## config.mk

```make
export PLATFORM = sky130hd
export DESIGN_NAME = booth_mult_seq
export DESIGN_NICKNAME = d
export VERILOG_FILES = /design/src/rtl/booth_mult_seq.sv
export SDC_FILE = /design/constraint.sdc
export NUM_CORES = 1
export LEC_CHECK = 0
export CAP_MARGIN = 10
export CORE_UTILIZATION = 54
export DETAILED_ROUTE_END_ITERATION = 10
export GPL_TIMING_DRIVEN = 0
export PLACE_DENSITY_LB_ADDON = 0.2
export SYNTH_ARGS = -nofsm -noshare
export SYNTH_HDL_FRONTEND = slang
export SYNTH_SLANG_ARGS = --single-unit
```

## constraint.sdc

```tcl
create_clock -name clock -period 9.8 [get_ports clock]
set_input_delay 0.98 -clock clock [delete_from_list [all_inputs] [get_ports clock]]
set_output_delay 0.98 -clock clock [all_outputs]
set_load 0.01 [all_outputs]
```

## src/rtl/booth_mult_seq.sv

```systemverilog
// booth_mult_seq: sequential radix-4 Booth signed multiplier (WIDTH x WIDTH -> low WIDTH bits + overflow).
// Ports: clock/reset_n (sync, active-low); ctrl_MULT start pulse; data_operandA/B signed operands;
//        data_result low word, data_exception signed overflow, data_resultRDY 1-cycle strobe, data_busy.
// Latency: RDY 17 edges after the start edge for WIDTH=32. A new ctrl_MULT aborts any in-flight op.
// Optional: define MULT_HI_EN to add data_result_hi (high word of the full signed product).

// 8-bit carry-lookahead adder slice. Each carry is formed directly from the slice inputs,
// not rippled from the neighbouring bit.
module booth_cla8 (
  input  logic [7:0] a_i,
  input  logic [7:0] b_i,
  input  logic       c_i,
  output logic [7:0] s_o,
  output logic       c_o
);
  logic [7:0] g;
  logic [7:0] p;
  logic [8:0] c;
  logic       acc;
  logic       prop;

  assign g = a_i & b_i;
  assign p = a_i ^ b_i;

  // c[i] = g[i-1] | p[i-1]g[i-2] | ... | p[i-1..0]c_i
  always_comb begin
    c    = '0;
    acc  = 1'b0;
    prop = 1'b1;
    c[0] = c_i;
    for (int i = 1; i <= 8; i++) begin
      acc  = 1'b0;
      prop = 1'b1;
      for (int j = i - 1; j >= 0; j--) begin
        acc  = acc | (prop & g[j]);
        prop = prop & p[j];
      end
      c[i] = acc | (prop & c_i);
    end
  end

  assign s_o = p ^ c[7:0];
  assign c_o = c[8];
endmodule

module booth_mult_seq #(
  parameter int WIDTH = 32,  // even, >= 8
  parameter int CNT_W = 5    // 2**CNT_W >= WIDTH/2 + 1
) (
  input  logic             clock,
  input  logic             reset_n,
  input  logic             ctrl_MULT,
  input  logic [WIDTH-1:0] data_operandA,
  input  logic [WIDTH-1:0] data_operandB,
  output logic [WIDTH-1:0] data_result,
  output logic             data_exception,
  output logic             data_resultRDY,
  output logic             data_busy
`ifdef MULT_HI_EN
  ,
  output logic [WIDTH-1:0] data_result_hi
`endif
);

  localparam int AW  = WIDTH + 2;       // partial-product add path width
  localparam int PW  = 2 * WIDTH + 1;   // {hi, lo, q_-1}
  localparam int NSL = (AW + 7) / 8;    // CLA slices covering the add path
  localparam logic [CNT_W-1:0] LAST = CNT_W'(WIDTH / 2 - 1);

  typedef enum logic [1:0] {
    IDLE = 2'd0,
    RUN  = 2'd1,
    DONE = 2'd2
  } state_t;

  state_t           state_q, state_d;
  logic [CNT_W-1:0] cnt_q, cnt_d;
  logic [PW-1:0]    p_q, p_d;
  logic [WIDTH-1:0] m_q, m_d;
  logic [WIDTH-1:0] res_q, res_d;
  logic             exc_q, exc_d;
  logic             rdy_q, rdy_d;
`ifdef MULT_HI_EN
  logic [WIDTH-1:0] hi_q, hi_d;
`endif

  // ---------------- Booth digit select ----------------
  logic [AW-1:0] m_x1, m_x2, sel_v, op_b, hi_ext, sum;
  logic          sub;

  assign m_x1   = {{2{m_q[WIDTH-1]}}, m_q};
  assign m_x2   = {m_q[WIDTH-1], m_q, 1'b0};
  assign hi_ext = {{2{p_q[PW-1]}}, p_q[PW-1:WIDTH+1]};

  always_comb begin
    sel_v = '0;
    sub   = 1'b0;
    case (p_q[2:0])
      3'b001, 3'b010: sel_v = m_x1;
      3'b011:         sel_v = m_x2;
      3'b100:         begin sel_v = m_x2; sub = 1'b1; end
      3'b101, 3'b110: begin sel_v = m_x1; sub = 1'b1; end
      default:        sel_v = '0;
    endcase
  end

  // Subtract as ~operand + 1; the +1 enters as carry-in of the lowest slice.
  assign op_b = sub ? ~sel_v : sel_v;

  // ---------------- chained CLA slices ----------------
  logic [NSL*8-1:0] add_a, add_b, add_s;
  logic [NSL:0]     add_c;
  logic             unused_add;

  always_comb begin
    add_a         = '0;
    add_b         = '0;
    add_a[AW-1:0] = hi_ext;
    add_b[AW-1:0] = op_b;
  end

  assign add_c[0] = sub;

  for (genvar s = 0; s < NSL; s++) begin : g_cla
    booth_cla8 u_cla (
      .a_i (add_a[8*s +: 8]),
      .b_i (add_b[8*s +: 8]),
      .c_i (add_c[s]),
      .s_o (add_s[8*s +: 8]),
      .c_o (add_c[s+1])
    );
  end

  assign sum        = add_s[AW-1:0];
  // Padding bits above the add path and the final carry are don't-care.
  assign unused_add = ^{add_s, add_c[NSL]};

  // Shift right by 2: the AW-bit sum already carries two guard sign bits, so
  // dropping the two low bits of {sum, lo, q_-1} is the arithmetic shift.
  logic [PW-1:0] p_shift;
  assign p_shift = {sum, p_q[WIDTH:2]};

  // Overflow: hi word and lo sign bit must all agree.
  logic ovf;
  assign ovf = (|p_q[PW-1:WIDTH]) && !(&p_q[PW-1:WIDTH]);

  // ---------------- FSM + datapath next state ----------------
  always_comb begin
    state_d = state_q;
    cnt_d   = cnt_q;
    p_d     = p_q;
    m_d     = m_q;
    res_d   = res_q;
    exc_d   = exc_q;
    rdy_d   = 1'b0;
`ifdef MULT_HI_EN
    hi_d    = hi_q;
`endif
    if (ctrl_MULT) begin
      // Start, or abort-and-restart from any state; an aborted op never strobes RDY.
      m_d     = data_operandA;
      p_d     = {{WIDTH{1'b0}}, data_operandB, 1'b0};
      cnt_d   = '0;
      state_d = RUN;
    end else begin
      case (state_q)
        RUN: begin
          p_d   = p_shift;
          cnt_d = cnt_q + CNT_W'(1);
          if (cnt_q == LAST) state_d = DONE;
        end
        DONE: begin
          res_d   = p_q[WIDTH:1];
          exc_d   = ovf;
          rdy_d   = 1'b1;
`ifdef MULT_HI_EN
          hi_d    = p_q[PW-1:WIDTH+1];
`endif
          state_d = IDLE;
        end
        default: ;
      endcase
    end
  end

  always_ff @(posedge clock) begin
    if (!reset_n) state_q <= IDLE;
    else          state_q <= state_d;
  end

  always_ff @(posedge clock) begin
    if (!reset_n) begin
      cnt_q <= '0;
      p_q   <= '0;
      m_q   <= '0;
      res_q <= '0;
      exc_q <= 1'b0;
      rdy_q <= 1'b0;
`ifdef MULT_HI_EN
      hi_q  <= '0;
`endif
    end else begin
      cnt_q <= cnt_d;
      p_q   <= p_d;
      m_q   <= m_d;
      res_q <= res_d;
      exc_q <= exc_d;
      rdy_q <= rdy_d;
`ifdef MULT_HI_EN
      hi_q  <= hi_d;
`endif
    end
  end

  assign data_result    = res_q;
  assign data_exception = exc_q;
  assign data_resultRDY = rdy_q;
  assign data_busy      = (state_q == RUN) || (state_q == DONE);
`ifdef MULT_HI_EN
  assign data_result_hi = hi_q;
`endif

endmodule

```

After elaboration in Yosys (flattened, before gate mapping)
Index checks and enable logic that the tools add are counted.
{ "classes": {"add_sub_neg": 1, "eq_ne": 11, "mux": 9, "n_bitwise": 420, "reduce_logical": 15} }
{ "op_table": {"columns": ["operator", "n"], "rows": [
  ["1-bit AND", 257],
  ["1-bit bitwise OR", 145],
  ["34-bit one-hot mux with 2 select lines", 1],
  ["33-bit 2-to-1 mux", 2],
  ["8-bit XOR", 8],
  ["34-bit 2-to-1 mux", 1],
  ["34-bit inverter", 1],
  ["33-bit AND reduction", 1],
  ["33-bit OR reduction", 1],
  ["8-bit AND", 4],
  ["3-bit equality test, second input constant", 3],
  ["3-bit by 2-bit equality test with 1-bit output, second input constant", 2],
  ["2-bit AND reduction", 3],
  ["5-bit by 1-bit adder with 5-bit output, second input constant", 1],
  ["5-bit by 4-bit equality test with 1-bit output, second input constant", 1],
  ["2-bit one-hot mux with 2 select lines", 1],
  ["2-bit nonzero test", 2],
  ["2-bit OR reduction", 2],
  ["4-bit OR reduction", 1],
  ["2-bit XOR", 2],
  ["3-bit by 1-bit equality test with 1-bit output, second input constant", 1],
  ["1-bit 2-to-1 mux", 3],
  ["3-bit inequality test, second input constant", 1],
  ["3-bit nonzero test", 1],
  ["10 further kinds", 11]
]} }
{ "totals": {"regBits": 138, "input_bits": 67, "wordCells": 465} }

Logic depth before layout (Yosys ltp)
Gate-level depths: netlist of run 1.
{ "depth": {"ltp_word": 24, "mapped_depth": 18, "mapped_depth_nobuf": 17} }

Hierarchy
From an unflattened synthesis of run 1, not the netlist that was laid out.
{ "hier_totals": {"hier_cells": 872, "hier_area_um2": 7862.5} }
{ "modules_own_cells": {"columns": ["module", "instances", "cells_per_inst", "area_each_um2"], "rows": [
  ["booth_mult_seq", 1, 679, 6243.5],
  ["booth_cla8 at g_cla[2].u_cla ...", 3, 37, 317.8],
  ["booth_cla8 at g_cla[0].u_cla ...", 2, 41, 332.8]
]} }

Worst setup path after synthesis of run 1
Ideal clock, no wire load.
{ "synth_timing": {"path_kind": "register to register", "from": "register p_q[1]", "to": "register p_q[63]", "setup_ns": 0.086, "arrival_ns": 4.172, "t_required_ns": 9.714, "setup_slack_ns": 5.542, "path_stages_with_launch": 18, "n_path_buf": 2, "period_less_slack_ns": 4.258, "path_cell_list": "dfxtp_1 > inv_1 > ha_1 > o31a_2 > clkbuf_1 > clkbuf_1 > xnor2_1 > ha_1 > a21oi_2 > o211ai_2 > a221oi_4 > o31ai_2 > nand3_2 > a41oi_2 > or2_1 > a21oi_1 > fa_1 > a211oi_1"} }
{ "synth_between": {"elab_chain_len": 22, "elab_cells_between_ends": 115} }
{ "synth_lines": {"columns": ["item", "line", "text"], "rows": [
  ["from (decl)", "78", "logic [PW-1:0] p_q, p_d;"],
  ["from (signal assigned)", "204", "p_q <= p_d;"],
  ["3-bit equality test, or another cell as far along", "98", "case (p_q[2:0])"],
  ["4-bit OR reduction (no line) or 2-bit OR reduction (tied branches)", null, null],
  ["34-bit one-hot mux with 2 select lines", "98", null],
  ["34-bit inverter", "108", "assign op_b = sub ? ~sel_v : sel_v;"],
  ["34-bit 2-to-1 mux", "108", null],
  ["8-bit XOR or 8-bit AND (tied branches)", "23, 22", null],
  ["1-bit AND, on equally long branches", "35, 36", null],
  ["1-bit bitwise OR, or another cell as far along (6 in series)", "35", "acc = acc | (prop & g[j]);"],
  ["1-bit bitwise OR or 1-bit AND (tied branches)", "35, 38", null],
  ["1-bit bitwise OR", "38", "c[i] = acc | (prop & c_i);"],
  ["1-bit AND", "38", null],
  ["1-bit bitwise OR", "38", null],
  ["1-bit AND", "38", null],
  ["1-bit bitwise OR", "38", null],
  ["1-bit AND", "38", null],
  ["1-bit bitwise OR", "38", null],
  ["2-bit XOR (*)", "42", "assign s_o = p ^ c[7:0];"]
]} }
Mark *: on every way between the ends. The rest lies on a longest branch, timed or not.
A chain may end at the register's enable or synchronous reset.

Worst setup path after layout of run 1
Ends and elaborated chain as after synthesis.

==> impl_metrics.toml, run 1 <==
[floorplan]
die-area_sq_mm = 0.0145
die_w_um = 120
num_rows = 42
die_h_um = 120
core-area_sq_mm = 0.0135
start_util_pct = 56.2
pin_count = 102

[pwr]
ir_drop_mv = 0.160
power.leakage_nw = 3.56
p_per_area_mw_per_mm2 = 157

[worst_setup_path]
crit_type = "flop to flop"
path_delay_family = "compound AO/OA/AOI/OAI gates"
start_kind = "flop"
ff2ff_path_depth = 17
rr_endpoint = "p_q[63]"
cpMaxStageDelayCell = "clkbuf_1"
critPathMaxStageDelay_ps = 660
path_cells = "inv_1 > ha_1 > o31a_2 > clkbuf_1 > clkbuf_1 > xnor2_1 > ha_1 > o311a_1 > a21oi_1 > o311a_4 > o31ai_2 > nand3_2 > a41oi_2 > or2_1 > a21oi_1 > fa_1 > a211oi_1"
r2r_setup_slack_ps = 4730
cp-end-kind = "flop"
cp_num_buf_inv = 3
critical_path_required_ps = 10140
reg2reg_from = "p_q[1]"
arrival_ps = 5410
path_max_fanout = 10

[cells_and_area]
drive_gt1_share_pct = 5.19
multi_input_area_sq_mm = 0.00455
nNetsFinal = 1082
syn2layout_area_growth_pct = 24.5
fin_cells = 1159
final_cell_mix = "dfxtp_1 (138), nand2_1 (121), clkdlybuf4s50_1 (100)"
final_common_cell = "dfxtp_1"
fillers = 1108
regArea_sq_mm = 0.00276
finish.utilization_pct = 70.0
n_antenna_cell = 0

[global_route]
antenna_found_initial = 0
grt_pass1_wl_um = 29500
grt_pass1_vias = 5937
gr-total-overflow = 0
grt_max_degree = 17
track_usage_pct = 26.0

[yosys]
synth_flop_cell = "dfxtp_1"
synth-simple-area-share_pct = 18.3
yosysUniqueCellTypes = 59
synth_top_family_by_area = "simple AND/OR/NAND/NOR gates"
syn_area_sq_mm = 0.00756
ys_ff_latch = 138
synth_cells = 851
synthAdderAreaFrac_pct = 7.94
syn_nets = 963
syn_area_per_cell_sq_um = 8.88
synth_enable_flop_cells = 0
synthXorXnorAreaFrac_pct = 6.95
yosysSeqAreaShare_pct = 36.5
yosys_warnings = 0
synthMuxAreaShare_pct = 10.3
ys_async_sr_fraction_pct = 0
synth-compound-area-share_pct = 16.6

[min_path]
hp-class = "flop to flop"
hp-start = "data_result[25]"
holdPathStages = 2
min_to = "data_result[25]"

[clocking]
cts-resized-gates = 0
cts_tree = "yes"
clkSlewWorstSetupHoldPaths_ps = 60
root_buffer = "clkbuf_16"
clock_latency_ps = 430
cts_hold_buffers = 0
cts_setup_buffers = 0
ctsHtreeMaxLevel = 4
clock-sinks = 138
cts_buffer_depth = 2
cts_buffers = 17

[placement]
dp_cells = 1127
port_buffers = 100
gp_congestion = 0.870
hpwl_um = 13100

[route]
drc = 0
drt-met1-wl_um = 8700
totalWireLength_um = 18100
dr.max_layer_used = "met4"
num_vias = 6387
wl_met2_um = 8170
viasPerCell = 5.51
drtIter0Drc = 456
ant_nets = 0
wl_met3_um = 856
drt_first_pass_iters = 4
wl_per_cell_um = 15.6

[sta]
timing.fmax_ghz = 0.197
setup_viol = 0
tightest_slew_ps = 875
fin_tns_setup_ps = 0
relSlewSlack_pct = 41.7
hold_violations = 0
min_period_over_period_pct = 51.7
fin_skew_ps = 9.98
rsz0062_at_grt = "no"
drv_slew = 0
fin_crit_ps = 5070

[outcome]
status = "finished clean"

[run]
maxCapViolations = 0
[how the worst max path moves through the flow]
stage | slack [ps] | cells after the start | startpoint | endpoint
after floorplan | 5540 | 17 | p_q[1] | p_q[63]
after global placement | 4920 | 17 | p_q[1] | p_q[63]
after detailed placement | 4830 | 17 | p_q[1] | p_q[63]
after CTS | 4770 | 17 | p_q[1] | p_q[63]
after global routing | 4440 | 17 | p_q[1] | p_q[63]
final | 4730 | 17 | p_q[1] | p_q[63]
[routing by layer]
metal  global-route usage (%)  vias to the layer above
met5                        0                        -
met4                     10.4                        0
met3                     4.86                       22
met2                     41.0                      154
met1                     35.1                     2999
li1                         -                     3212
[synthesized netlist by cell type (8+ instances only)]
cell / n / area share, %
a21boi_0: 32 / 3.2
o21ai_1: 11 / 0.73
ha_1: 40 / 6.6
a21oi_1: 21 / 1.4
inv_1: 15 / 0.74
o21ai_0: 41 / 2.7
nand4_1: 13 / 1.1
nor2_1: 41 / 2.0
dfxtp_1: 138 / 37
xor2_1: 12 / 1.4
a211oi_1: 8 / 0.79
and2_1: 31 / 2.6
nor4_1: 9 / 0.74
nand2_1: 121 / 6.0
mux2i_1: 77 / 10
nor2b_1: 37 / 3.1
clkbuf_1: 44 / 2.2
nand3_1: 9 / 0.60
xnor2_1: 48 / 5.6
a22oi_1: 31 / 3.1
[area by class of cell]
cell class	count	area share, %
clock inverter	10	1.77
clock buffer	22	4.93
buffer	51	2.03
sequential	138	29.4
timing repair buffer	100	10.6
inverter	16	0.638
multi-input combinational	646	48.3
tap	176	2.34
[stage by stage]
step	hold slack (ps)	worst slack [ps]	cell area [sq um]	total power, W
after global routing	490	4440	9410	0.00153
final	462	4730	9410	0.00148
after floorplan	453	5540	7560	0.000738
after global placement	449	4920	8780	0.000798
after detailed placement	459	4830	8780	0.000802
after CTS	468	4770	9410	0.00148
[kinds of logic after synthesis]
kind of cell / count (synthesis)
xor+xnor: 60
flops: 138
compound gates: 179
mux: 78
buf+inv: 67
fa+ha+maj: 45
simple gates: 284
[where the power goes]
group / switching, W / internal, W / leakage, nW
sequential: 0.0000188 / 0.000581 / 1.13
clock: 0.000246 / 0.000439 / 0.289
combinational: 0.0000990 / 0.0000937 / 2.14
[worst reg2reg max path, delay by kind of cell, from the launching register on]
| family | cells | cell delay [ps] |
|---|---|---|
| compound gates | 8 | 1850 |
| xor+xnor | 1 | 170 |
| buf+inv | 3 | 1270 |
| flops | 1 | 350 |
| simple gates | 2 | 320 |
| fa+ha+maj | 3 | 1030 |
[sequential cells by signal, indices dropped and copies added (netlist names)]
| signal | count |
|---|---|
| p_q | 65 |
| data_result | 32 |
| m_q | 32 |
| cnt_q | 5 |
| state_q | 2 |
| data_exception | 1 |
| data_resultRDY | 1 |
No activity file was read; power rests on OpenSTA's default activity.
==> run 2: changes to the inputs <==
CORE_UTILIZATION = 50   (was 54)
clock period = 4.5 ns   (was 9.8 ns; I/O delays follow)
==> impl_metrics.toml, run 2 (synthesis results as in run 1) <==
[outcome]
status = "complete, but fails checks"
failed_checks = "design-rule violations"

[route]
drc = 4
num_vias = 6300
ant_nets = 0
viasPerCell = 5.40
wl_per_cell_um = 15.7
totalWireLength_um = 18400
drtIter0Drc = 354
drt_first_pass_iters = 7

[sta]
whs_ps = 459
tightest_slew_ps = 800
setup_viol = 0
timing.fmax_ghz = 0.236
fin_tns_setup_ps = 0
drv_slew = 0
setup_ws_ps = 260
hold_violations = 0
rsz0062_at_grt = "no"
fin_skew_ps = 5.95
min_period_over_period_pct = 94.2
fin_crit_ps = 4240
relSlewSlack_pct = 46.5

[global_route]
antenna_found_initial = 0
grt_max_degree = 17
track_usage_pct = 24.4
gr-total-overflow = 0
grt_pass1_vias = 6070
grt_pass1_wl_um = 30100

[pwr]
power.total_w = 0.00314
p_per_area_mw_per_mm2 = 333
ir_drop_mv = 0.276
power.leakage_nw = 3.59

[floorplan]
die-area_sq_mm = 0.0156
core-area_sq_mm = 0.0146
die_h_um = 125
die_w_um = 125
start_util_pct = 51.6
pin_count = 102
num_rows = 44

[run]
maxCapViolations = 0

[worst_setup_path]
crit_type = "flop to flop"
r2r_setup_slack_ps = 260
path_max_fanout = 10
critical_path_required_ps = 4850
crit_top_cell = "ha_1"
start_kind = "flop"
arrival_ps = 4590
path_cells = "inv_1 > ha_1 > o31a_2 > buf_4 > xnor2_1 > ha_1 > o311a_1 > a21oi_1 > o311a_4 > o31ai_4 > nand3_2 > a41oi_2 > or2_1 > a21oi_2 > fa_1 > a211oi_1"
critPathMaxStageDelay_ps = 450
startpoint = "p_q[0]"
cp-end-kind = "flop"
reg2reg_from = "p_q[0]"
cpMaxStageDelayCell = "fa_1"

[cells_and_area]
nNetsFinal = 1082
n_antenna_cell = 0
multi_input_area_sq_mm = 0.00458
drive_gt1_share_pct = 7.12
largest_register_ffs = 65
fillers = 1269
final_cell_mix = "dfxtp_1 (137), nand2_1 (121), clkdlybuf4s50_1 (100)"
final_common_cell = "dfxtp_1"
regMostFlops = "p_q"
syn2layout_area_growth_pct = 24.9
regArea_sq_mm = 0.00276

[placement]
hpwl_um = 13400
gp_congestion = 0.856
port_buffers = 100
dp_slack_ps = -239

[clocking]
cts_tree = "yes"
root_buffer = "clkbuf_16"
clock-sinks = 138
cts_buffers = 17
clkSlewWorstSetupHoldPaths_ps = 60
ctsHtreeMaxLevel = 4
cts_buffer_depth = 2
clock_latency_ps = 430

[min_path]
hp-class = "flop to flop"
hp-start = "data_result[30]"
==> run 2: critical path: cells and delay by family (launching register included) <==
kind            cells  cell delay [ps]
compound gates      8             1980
fa+ha+maj           3             1000
flops               1              380
buf+inv             2              320
simple gates        2              320
xor+xnor            1              140
==> run 2: path summary, 6_finish.rpt <==
path / endpoint / cells past startpoint
min: data_result[30] / 2
max reg2reg: p_q[63] / 16
min reg2reg: data_result[30] / 2
max: p_q[63] / 16
==> run 2: routing by layer <==
metal,part of all wire [%],track usage [%]
met5,0,0
met3,5.4,6.20
met4,1.5,7.46
met1,45,30.2
met2,48,41.5
==> run 2: area by class of cell <==
| cell class | count | share of cell area [%] |
|---|---|---|
| buffer | 49 | 2.12 |
| clock buffer | 20 | 4.84 |
| clock inverter | 12 | 1.47 |
| inverter | 16 | 0.636 |
| multi-input combinational | 646 | 48.5 |
| sequential | 138 | 29.3 |
| tap | 184 | 2.44 |
| timing repair buffer | 102 | 10.8 |
==> run 2: power by group <==
group | internal [W] | switching (W) | total (W)
Clock | 0.000850 | 0.000566 | 0.00142
Combinational | 0.000207 | 0.000213 | 0.000420
Sequential | 0.00127 | 0.0000424 | 0.00131
Total | 0.00232 | 0.000821 | 0.00314
==> run 2: metrics by stage <==
step	utilization, %	std cells	area [sq um]
after floorplan	-	851	7560
after global placement	60.0	1135	8790
after detailed placement	60.0	1135	8790
after CTS	64.3	1167	9410
after global routing	64.5	1167	9440
final	64.5	1167	9440
==> run 2: repair_timing <==
action | in CTS | in global routing
endpoints found under the setup margin | 2 | 4
hold buffers | 0 | 0
resized for setup | 9 | 17
setup buffers | 0 | 2
cloned | 0 | 0
pin swaps | 0 | 4
==> run 3: changes to the inputs <==
CORE_MARGIN = 8   (was default)
REMOVE_ABC_BUFFERS = 1   (was default)
==> impl_metrics.toml, run 3 (synthesis results as in run 1) <==
[worst_setup_path]
cp_num_buf_inv = 1
arrival_ps = 4600
path_delay_family = "compound AO/OA/AOI/OAI gates"
crit_type = "flop to flop"
cp-end-kind = "flop"
start_kind = "flop"
cpMaxStageDelayCell = "o31a_4"
critical_path_required_ps = 4830
path_cells = "inv_1 > ha_1 > o31a_4 > xnor2_1 > ha_1 > a21oi_2 > o211ai_2 > a221oi_4 > o31ai_4 > nand3_2 > a41oi_2 > or2_1 > a21oi_2 > fa_1 > a211oi_1"
ff2ff_path_depth = 15
worst-path-stages = 15
path_max_fanout = 18
critPathMaxStageDelay_ps = 490

[sta]
hold_violations = 0
min_period_over_period_pct = 94.9
fin_skew_ps = 6.35
relSlewSlack_pct = 39.6
drv_slew = 0
tightest_slew_ps = 902
timing.fmax_ghz = 0.234
setup_viol = 0
fin_crit_ps = 4270
rsz0062_at_grt = "no"
whs_ps = 462

[cells_and_area]
fin_cells = 1127
final_common_cell = "dfxtp_1"
regMostFlops = "p_q"
fillers = 1305
regArea_sq_mm = 0.00276
final_cell_mix = "dfxtp_1 (138), nand2_1 (121), clkdlybuf4s50_1 (99)"
nNetsFinal = 1039
largest_register_ffs = 65
syn2layout_area_growth_pct = 24.0
post-route-cell-area_sq_mm = 0.00938
drive_gt1_share_pct = 6.92
multi_input_area_sq_mm = 0.00462
n_antenna_cell = 0

[clocking]
clock-sinks = 138
cts_tree = "yes"
root_buffer = "clkbuf_16"
clock_latency_ps = 420
cts_hold_buffers = 0
clkSlewWorstSetupHoldPaths_ps = 60
cts_buffers = 17
cts_setup_buffers = 0
ctsHtreeMaxLevel = 4
cts_buffer_depth = 2

[route]
wl_per_cell_um = 15.4
totalWireLength_um = 17400
drtIter0Drc = 301
ant_nets = 0
drc = 0
viasPerCell = 5.45
drt_first_pass_iters = 5
num_vias = 6147

[floorplan]
die-area_sq_mm = 0.0193
pin_count = 102
die_w_um = 139
die_h_um = 139
num_rows = 45
core-area_sq_mm = 0.0150
start_util_pct = 50.5

[global_route]
track_usage_pct = 17.6
grt_max_degree = 102
gr-total-overflow = 0
grt_pass1_vias = 6066
antenna_found_initial = 0
grt_pass1_wl_um = 28600

[pwr]
p_per_area_mw_per_mm2 = 335
power.leakage_nw = 3.56
ir_drop_mv = 0.302
power.total_w = 0.00314

[outcome]
status = "finished clean"

[placement]
port_buffers = 101
gp_congestion = 0.826
place_area_sq_mm = 0.00872
hpwl_um = 11500
dp_cells = 1094

[min_path]
holdPathStages = 2
hp-class = "flop to flop"

[run]
maxCapViolations = 0
## run 3: cell count changes in the layout (fill, tap and decap cells not counted), sizes merged
cell and delta:
clkinv +1, mux2 +1, inv -2, buf -6, clkinvlp -1, clkdlybuf4s50 -1, bufinv +1, clkbuf -38
o31a +1
## run 3: through the flow
stage                     util, %  setup WS, ps  setup TNS [ps]
final                        62.6           231               0
after global placement       57.5         -2500         -137620
after detailed placement     58.2          -414            -811
after global routing         62.6          16.5               0
after CTS                    62.4          13.6               0
after floorplan                 -           327               0
## run 3: area by class of cell
| class | count | share of cell area, % |
|---|---|---|
| clock buffers | 20 | 4.87 |
| clock inverters | 11 | 1.55 |
| inverters | 16 | 0.641 |
| multi-input cells | 648 | 49.3 |
| flip-flops and latches | 138 | 29.5 |
| well taps | 188 | 2.51 |
| repair buffers | 106 | 11.7 |
## run 3: path summary, 6_finish.rpt
kind / start / endpoint / slack, ps
setup / recovery: p_q[1] / p_q[63] / 230
hold / removal: data_result[14] / data_result[14] / 460
setup reg to reg: p_q[1] / p_q[63] / 230
hold reg to reg: data_result[14] / data_result[14] / 460
## run 3: worst min-delay path, cell delays in order (launching register included)
cell and delay (ps):
dfxtp_1 310, nand2_1 40, a21boi_0 60
## run 3: power breakdown
part	switching (W)	internal, W
clock network	0.000531	0.000896
registers	0.0000399	0.00127
logic	0.000203	0.000208
total	0.000774	0.00237
## run 3: layer usage
metal	global-route usage, %	vias to the layer above	wire length, um
met2	30.0	112	8250
met4	4.97	0	175
met1	21.3	2889	8210
met3	4.89	17	734
li1	-	3129	-
met5	0	-	0
## run 3: timing repair
| action | 4_1_cts | 5_1_grt |
|---|---|---|
| pin swaps | 1 | 1 |
| endpoints found under the setup margin | 4 | 2 |
| resized for setup | 3 | 3 |
| hold endpoints to repair | 0 | 0 |
| cloned | 0 | 2 |
